===== src/rtl/mcu_shiftin_pkg.sv =====
// mcu_shiftin shared definitions: FSM encoding,
// frame geometry and default header/idle words.
package mcu_shiftin_pkg;

   localparam int FRAME_BITS = 16;
   localparam int CNT_W = 5;

   localparam logic [CNT_W-1:0] CNT_FULL = CNT_W'(FRAME_BITS);
   localparam logic [CNT_W-1:0] CNT_SAT = CNT_W'(FRAME_BITS + 1);

   localparam logic [3:0] SYNC_NIBBLE_DEF = 4'hA;
   localparam logic [11:0] IDLE_BUTTONS_DEF = 12'hFFF;

   typedef enum logic [1:0] {
      ST_IDLE = 2'd0,
      ST_RECEIVE = 2'd1,
      ST_CHECK = 2'd2
   } state_e;

endpackage


===== src/rtl/mcu_shiftin_sync2.sv =====
// Two-flop synchronizer for one asynchronous pin,
// with a selectable reset level.
module sync2 #(
   parameter logic RST_VAL = 1'b0
) (
   input logic clk_i,
   input logic rst_i,
   input logic d_i,
   output logic q_o
);

   logic [1:0] ff_q;

   // shift the pin through two flops
   always_ff @(posedge clk_i or posedge rst_i) begin
      if (rst_i) ff_q <= {2{RST_VAL}};
      else ff_q <= {ff_q[0], d_i};
   end

   assign q_o = ff_q[1];

endmodule


===== src/rtl/mcu_shiftin.sv =====
// Serial button-frame receiver from the host MCU
// with header check and link watchdog.
module mcu_shiftin
   import mcu_shiftin_pkg::*;
#(
   parameter int unsigned TIMEOUT_CYCLES = 2000000,
   parameter logic [3:0] SYNC_NIBBLE = SYNC_NIBBLE_DEF,
   parameter logic [11:0] IDLE_BUTTONS = IDLE_BUTTONS_DEF
) (
   input logic system_clock,
   input logic reset,
   input logic mcu_sclk,
   input logic mcu_mosi,
   input logic mcu_cs_n,
   output logic [11:0] shiftout_in,
   output logic link_ok,
   output logic frame_valid,
   output logic frame_error
);

   localparam int WD_W = $clog2(TIMEOUT_CYCLES + 1);
   localparam logic [WD_W-1:0] WD_MAX = WD_W'(TIMEOUT_CYCLES);
   localparam logic [WD_W-1:0] WD_LAST = WD_W'(TIMEOUT_CYCLES - 1);

   logic sclk_s, mosi_s, csn_s;
   logic sclk_q, csn_q;
   logic sclk_rise, cs_fall, cs_rise;

   state_e state_q, state_d;
   logic [FRAME_BITS-1:0] shreg_q, shreg_d;
   logic [CNT_W-1:0] cnt_q, cnt_d;
   logic [WD_W-1:0] wd_q, wd_d;
   logic [11:0] shout_q, shout_d;
   logic link_q, link_d;
   logic fv_q, fe_q;
   logic accept, reject, timeout;

   sync2 #(.RST_VAL(1'b0)) u_sync_sclk (
      .clk_i(system_clock),
      .rst_i(reset),
      .d_i(mcu_sclk),
      .q_o(sclk_s)
   );

   sync2 #(.RST_VAL(1'b0)) u_sync_mosi (
      .clk_i(system_clock),
      .rst_i(reset),
      .d_i(mcu_mosi),
      .q_o(mosi_s)
   );

   sync2 #(.RST_VAL(1'b1)) u_sync_csn (
      .clk_i(system_clock),
      .rst_i(reset),
      .d_i(mcu_cs_n),
      .q_o(csn_s)
   );

   assign sclk_rise = sclk_s & ~sclk_q;
   assign cs_fall = ~csn_s & csn_q;
   assign cs_rise = csn_s & ~csn_q;

   // frame FSM: open on select, shift bits, judge once
   always_comb begin
      state_d = state_q;
      shreg_d = shreg_q;
      cnt_d = cnt_q;
      accept = 1'b0;
      reject = 1'b0;
      unique case (state_q)
         ST_IDLE: begin
            if (cs_fall) begin
               state_d = ST_RECEIVE;
               shreg_d = '0;
               cnt_d = '0;
            end
         end
         ST_RECEIVE: begin
            if (cs_rise) begin
               state_d = ST_CHECK;
            end else if (sclk_rise && !csn_s) begin
               shreg_d = {shreg_q[FRAME_BITS-2:0], mosi_s};
               if (cnt_q != CNT_SAT) cnt_d = cnt_q + 1'b1;
            end
         end
         ST_CHECK: begin
            state_d = ST_IDLE;
            if (cnt_q == CNT_FULL &&
                shreg_q[15:12] == SYNC_NIBBLE)
               accept = 1'b1;
            else
               reject = 1'b1;
         end
         default: state_d = ST_IDLE;
      endcase
   end

   // watchdog and button word; acceptance beats timeout
   always_comb begin
      timeout = (wd_q == WD_LAST);
      wd_d = wd_q;
      shout_d = shout_q;
      link_d = link_q;
      if (accept) wd_d = '0;
      else if (wd_q != WD_MAX) wd_d = wd_q + 1'b1;
      if (accept) begin
         shout_d = shreg_q[11:0];
         link_d = 1'b1;
      end else if (timeout) begin
         shout_d = IDLE_BUTTONS;
         link_d = 1'b0;
      end
   end

   // state and datapath registers
   always_ff @(posedge system_clock or posedge reset) begin
      if (reset) begin
         sclk_q <= 1'b0;
         csn_q <= 1'b1;
         state_q <= ST_IDLE;
         shreg_q <= '0;
         cnt_q <= '0;
         wd_q <= '0;
         shout_q <= IDLE_BUTTONS;
         link_q <= 1'b0;
         fv_q <= 1'b0;
         fe_q <= 1'b0;
      end else begin
         sclk_q <= sclk_s;
         csn_q <= csn_s;
         state_q <= state_d;
         shreg_q <= shreg_d;
         cnt_q <= cnt_d;
         wd_q <= wd_d;
         shout_q <= shout_d;
         link_q <= link_d;
         fv_q <= accept;
         fe_q <= reject;
      end
   end

   assign shiftout_in = shout_q;
   assign link_ok = link_q;
   assign frame_valid = fv_q;
   assign frame_error = fe_q;

endmodule


===== config.mk =====
export PLATFORM = sky130hd
export DESIGN_NAME = mcu_shiftin
export DESIGN_NICKNAME = d
export VERILOG_FILES = /design/src/rtl/mcu_shiftin_pkg.sv /design/src/rtl/mcu_shiftin_sync2.sv /design/src/rtl/mcu_shiftin.sv
export SDC_FILE = /design/constraint.sdc
export NUM_CORES = 1
export LEC_CHECK = 0
export CORE_AREA = 2 2 81 83
export DETAILED_ROUTE_END_ITERATION = 8
export DIE_AREA = 0 0 83 85
export GPL_TIMING_DRIVEN = 0
export PLACE_DENSITY = 0.68
export SYNTH_ARGS = -nofsm -noshare
export SYNTH_HDL_FRONTEND = slang
export SYNTH_SLANG_ARGS = --single-unit

===== constraint.sdc =====
create_clock -name system_clock -period 2.6 [get_ports system_clock]
set_input_delay 0.39 -clock system_clock [delete_from_list [all_inputs] [get_ports system_clock]]
set_output_delay 0.39 -clock system_clock [all_outputs]
set_load 0.01 [all_outputs]

* Yosys cells after proc, flatten, opt, wreduce, memory -nomap -nowiden
Cells that the tools add are included.
** Storage, ports and cells
- Logic and storage cells :: 65
- Output and inout port bits :: 15
- Bits in registers :: 67
** Cells by class
- Reduce and logical (&&, ||, !) cells :: 10
- Equality and inequality tests :: 12
- Bitwise operators :: 6
- Multiplexer cells :: 22
- $add $sub $neg :: 2
** Operators with widths (count)
- $mux 16 :: 3
- $mux 21 :: 2
- $pmux 16 s2 :: 1
- $mux 12 :: 2
- $add 21x1->21 const B :: 1
- $eq 21x21->1 const B :: 1
- $ne 21x21->1 const B :: 1
- $mux 5 :: 4
- $ne 2x2->1 const B :: 5
- $pmux 5 s2 :: 1
- $mux 1 :: 6
- $reduce_bool 2->1 :: 3
- $add 5x1->5 const B :: 1
- $eq 5x5->1 const B :: 1
- $ne 5x5->1 const B :: 1
- $reduce_and 5->1 :: 1
- $eq 4x4->1 const B :: 1
- $mux 2 :: 2
- $pmux 2 s2 :: 1
- $reduce_and 4->1 :: 1
- $and 1x1->1 :: 3
- $not 1->1 :: 3
- $eq 2x1->1 const B :: 1
- $eq 2x2->1 const B :: 1
- 4 further kinds :: 5

* Depth between registers and ports, before layout
- Depth after elaboration :: 6
- Depth in mapped cells :: 8

* Modules after synthesis
A second synthesis with hierarchy kept.
** Unflattened totals
- Cells, all modules :: 311
- Area total of the unflattened synthesis :: 3014.1 µm²
** By module, submodules not included
- mcu_shiftin :: area an instance 2850.2 µm², cells an instance 302, instances 1
- sync2 at u_sync_mosi ... :: area an instance 53.8 µm², cells an instance 3, instances 2
- sync2 at u_sync_csn :: area an instance 56.3 µm², cells an instance 3, instances 1

* Least setup slack after synthesis
OpenSTA, ideal clock, no wires.
- Path kind :: reg-to-reg
- Start :: register cnt_q[0]
- End :: register wd_q[10]
- Period minus slack after synthesis :: 1656 ps
- Path slack :: 944 ps
- Buffers on the path :: 0
- Library setup time :: 66 ps
- Arrival :: 1590 ps
- Cell stages (with the launch flop) :: 8
- Required time :: 2534 ps
- Cell sequence :: dfrtp_1 > inv_1 > ha_1 > and4bb_2 > nand3b_2 > inv_2 > or4_1 > nand2_1
** On the way
- Word-level cells in the longest chain between the ends :: 5
- Elaborated cells between the ends (all ways) :: 6
- Those cells by class :: 1 x eq/ne; 3 x mux; 2 x reduce/logical
** Ends and longest elaborated chain
- start: declaration :: line mcu_shiftin.sv:31 : logic [CNT_W-1:0] cnt_q, cnt_d;
- start signal: assignment :: line mcu_shiftin.sv:133 : cnt_q <= cnt_d;
- $eq 5x5->1 (*) :: line mcu_shiftin.sv:88 : if (cnt_q == CNT_FULL &&
- $logic_and 1x1->1 (*) :: line mcu_shiftin.sv:88
- $mux 1 (*) :: line mcu_shiftin.sv:88
- $mux 1 (*) :: line mcu_shiftin.sv:70 : unique case (state_q)
- $mux 21 / $reduce_bool 2->1 (equally long branches)
- end signal: assignment :: line mcu_shiftin.sv:134 : wd_q <= wd_d;
- end: declaration :: line mcu_shiftin.sv:32 : logic [WD_W-1:0] wd_q, wd_d;
Mark *: on every way between the ends. The rest lies on a longest branch, timed or not.
A chain may end at the register's enable or synchronous reset.

* Worst setup path after layout
- Start :: register cnt_q[1]
- End :: register shout_q[0] (netlist: shiftout_in[0])
** On the way
- Word-level cells in the longest chain between the ends :: 5
- Elaborated cells between the ends (all ways) :: 6
- Those cells by class :: 1 x eq/ne; 3 x mux; 2 x reduce/logical
** Ends and longest elaborated chain
- $eq 5x5->1 (*) :: line mcu_shiftin.sv:88
- $logic_and 1x1->1 (*) :: line mcu_shiftin.sv:88
- $mux 1 (*) :: line mcu_shiftin.sv:88
- $mux 1 (*) :: line mcu_shiftin.sv:70
- $mux 12 / $reduce_bool 2->1 (equally long branches)
- end signal: assignment :: line mcu_shiftin.sv:135 : shout_q <= shout_d;
- end: declaration :: line mcu_shiftin.sv:33 : logic [11:0] shout_q, shout_d;
Marks and branches as above.

==> impl_metrics.yaml <==
grt:
  grt_max_degree: 39
  grt_pass1_wl_um: 9800
  antenna_found_initial: 0
  first_global_vias: 2049
  grt_usage_pct: 17.6
  overflow: 0
sta:
  min_period_ns: 1.94
  finalCritPeriodShare_pct: 74.5
  rsz0062_at_grt: "no"
  hold_viol_final: 0
  fmax_ghz: 0.516
  slew_headroom_pct: 47.0
  tightest_slew_ns: 0.793
  slew_viol_final: 0
  finClkSkew_ns: 0.0124
  fin_tns_setup_ns: 0
  setup_viol: 0
finish:
  n_fill_cell: 562
  final_cell_area_sq_um: 3530
  multi_input_area_sq_um: 1230
  nNetsFinal: 340
  diodes: 0
  drive_above_1_share_pct: 17.9
  seqCellArea_sq_um: 1700
  syn_to_final_growth_pct: 16.5
route:
  vias: 2177
  drt_iter0_drc: 73
  ant_nets: 0
  route.detailed.drc: 0
  first_pass_iters: 4
  wirelength_um: 5570
  vias_per_cell: 5.28
  drt-wirelength-per-cell_um: 13.5
cts:
  cts-buffers-inserted: 9
  clkTransAtPathRegs_ns: 0.07
  ctsLongestPathBuffers: 2
  cts.hold.buffers_added: 0
  htree_num_levels: 3
  postCtsResizedCells: 0
  cts_tree: "yes"
  clk_latency_ns: 0.35
  cts_setup_buffers: 0
  clock-sinks: 67
  cts_root_buf: "clkbuf_8"
setup_path:
  r2r_slack_ns: 0.66
  required_ns: 2.87
  crit_type: "flop to flop"
  critPathArrivalTime_ns: 2.21
  cp-end-kind: "flop"
  r2r_cells: 8
  path_max_fanout: 10
  startpoint_type: "flop"
synthesis:
  synth-edff-count: 0
  synth_seq_area_share_pct: 55.9
  synth_flop_cell: "dfrtp_1"
  yosysWarnings: 0
  synth-async-reset-ratio_pct: 100
  syn_area_sq_um: 3030
  ys_seq_elements: 67
  avgSynthCellArea_sq_um: 10.1
  syn_inst: 299
  ys_types: 51
  syn-num-nets: 309
job:
  max_cap_violations: 0
worst_hold_path:
  holdPathStages: 0
  hold_class: "flop to flop"
floorplan:
  ios: 20
  die_area_sq_um: 7060
  initial_utilization_pct: 48.8
  die_x_um: 83
  rows: 29
  core_area_sq_um: 6200
  die_h_um: 85
status:
  status: "complete, no violations"
power:
  ir_drop_mv: 0.392
  power.total_uw: 2060
  power.density_nw_per_um2: 583
  leakage_uw: 0.00156
placement:
  place.gp.congestion: 0.783
  numPortBuffers: 19
  dp_hpwl_um: 3770
  place_area_sq_um: 3340
-- layout by cell type, fill, tap and decap left out, types with 3 or more instances in the layout --
cell / netlist / routed
and3_1: 4 / 4
nor4_1: 3 / 3
inv_1: 8 / 7
nand2_1: 40 / 40
nand4_1: 6 / 6
dfrtp_1: 52 / 52
clkdlybuf4s50_1: 0 / 19
xnor2_1: 6 / 6
dfstp_2: 15 / 15
clkbuf_8: 0 / 9
o21ai_0: 22 / 22
nor2_1: 40 / 40
clkinv_2: 0 / 3
nand3_1: 9 / 9
xor2_1: 6 / 6
nor3_1: 4 / 4
clkbuf_1: 6 / 6
nand2b_1: 3 / 3
ha_1: 5 / 5
or3_1: 4 / 4
a21oi_1: 21 / 21
buf_2: 5 / 5
-- Yosys cell counts (2+ instances only) --
cell,n,share of area (%)
inv_1,8,0.99
or3_2,2,0.50
o21ai_0,22,3.6
nor3_1,4,0.66
nand3_1,9,1.5
nand3b_1,2,0.50
o211ai_1,2,0.50
ha_1,5,2.1
and4bb_2,2,0.83
nor2_1,40,5.0
nand2_1,40,5.0
clkbuf_1,6,0.74
buf_2,5,0.83
mux2i_1,2,0.66
a21oi_1,21,3.5
and2_1,2,0.41
or4_1,2,0.50
and3_1,4,0.83
nor4b_2,2,0.99
nand2b_1,3,0.62
or3_1,4,0.83
dfstp_2,15,13
xor2_1,6,1.7
nor4_1,3,0.62
nand4_1,6,1.2
dfrtp_1,52,43
xnor2_1,6,1.7
-- worst paths after layout --
path	start	end
min in group asynchronous	reset	shreg_q[5]$_DFFE_PP0P_
worst min-delay path	u_sync_sclk.ff_q[0]$_DFF_PP0_	u_sync_sclk.ff_q[1]$_DFF_PP0_
max in group asynchronous	reset	shiftout_in[10]$_DFFE_PP1P_
worst max-delay path	cnt_q[1]$_DFFE_PP0P_	shiftout_in[0]$_DFFE_PP1P_
worst min register to register	u_sync_sclk.ff_q[0]$_DFF_PP0_	u_sync_sclk.ff_q[1]$_DFF_PP0_
worst max register to register	cnt_q[1]$_DFFE_PP0P_	shiftout_in[0]$_DFFE_PP1P_
-- worst max-delay path, stage by stage, from the launching register on --
cell and delay (ns):
dfrtp_1 0.40, inv_1 0.11, ha_1 0.15, and4bb_2 0.25
nand3b_2 0.13, inv_2 0.16, clkbuf_1 0.43, nor2_1 0.07
a21oi_1 0.16
-- area by class of cell --
class,instances,area share [%]
inverters,9,0.957
clock buffers,9,3.51
plain buffers,13,1.88
repair buffers,20,5.96
multi-input cells,210,35.0
flip-flops and latches,67,48.0
well taps,77,2.73
clock inverters,7,1.95
-- logic make-up (layout without fill, tap and decap cells) --
| kind of cell | Yosys count | after routing | share of synthesized area, % |
|---|---|---|---|
| AND/OR/NAND/NOR | 138 | 138 | 24.5 |
| flip-flops | 67 | 67 | 55.9 |
| AO/OA/AOI/OAI | 52 | 52 | 9.66 |
| buffers and inverters | 22 | 58 | 3.30 |
| XOR/XNOR | 12 | 12 | 3.47 |
| adder cells (fa/ha/maj) | 5 | 5 | 2.06 |
| multiplexers | 3 | 3 | 1.03 |
-- flip-flops by register name (all words and copies together), names as in the netlist --
name / cells
frame_error: 1
cnt_q: 5
shiftout_in: 12
sclk_q: 1
u_sync_sclk.ff_q: 2
u_sync_csn.ff_q: 2
wd_q: 21
link_ok: 1
u_sync_mosi.ff_q: 2
frame_valid: 1
state_q: 2
csn_q: 1
shreg_q: 16
-- metal layers --
metal / part of all wire [%] / up-vias / track usage (%)
met1: 51 / 1049 / 24.9
li1: - / 1087 / -
met4: 2.7 / 0 / 10.6
met2: 44 / 26 / 25.3
met5: 0 / - / 0
met3: 2.2 / 15 / 3.21
-- per-stage QoR --
stage               hold slack, ns  utilization [%]  setup WS, ns  instances
finish                       0.350             56.9         0.664        412
global route                 0.367             56.9         0.456        412
floorplan                    0.331                -         0.552        299
CTS                          0.355             56.9         0.664        412
detailed placement           0.338             53.8         0.686        396
global placement             0.333             53.5        -0.613        395
-- power by group --
group	switching (uW)	internal, uW	total [uW]
sequential	29.1	1070	1100
clock	404	439	843
combinational	67.0	46.2	113
total	500	1560	2060
(Power assumes the default switching activity.)
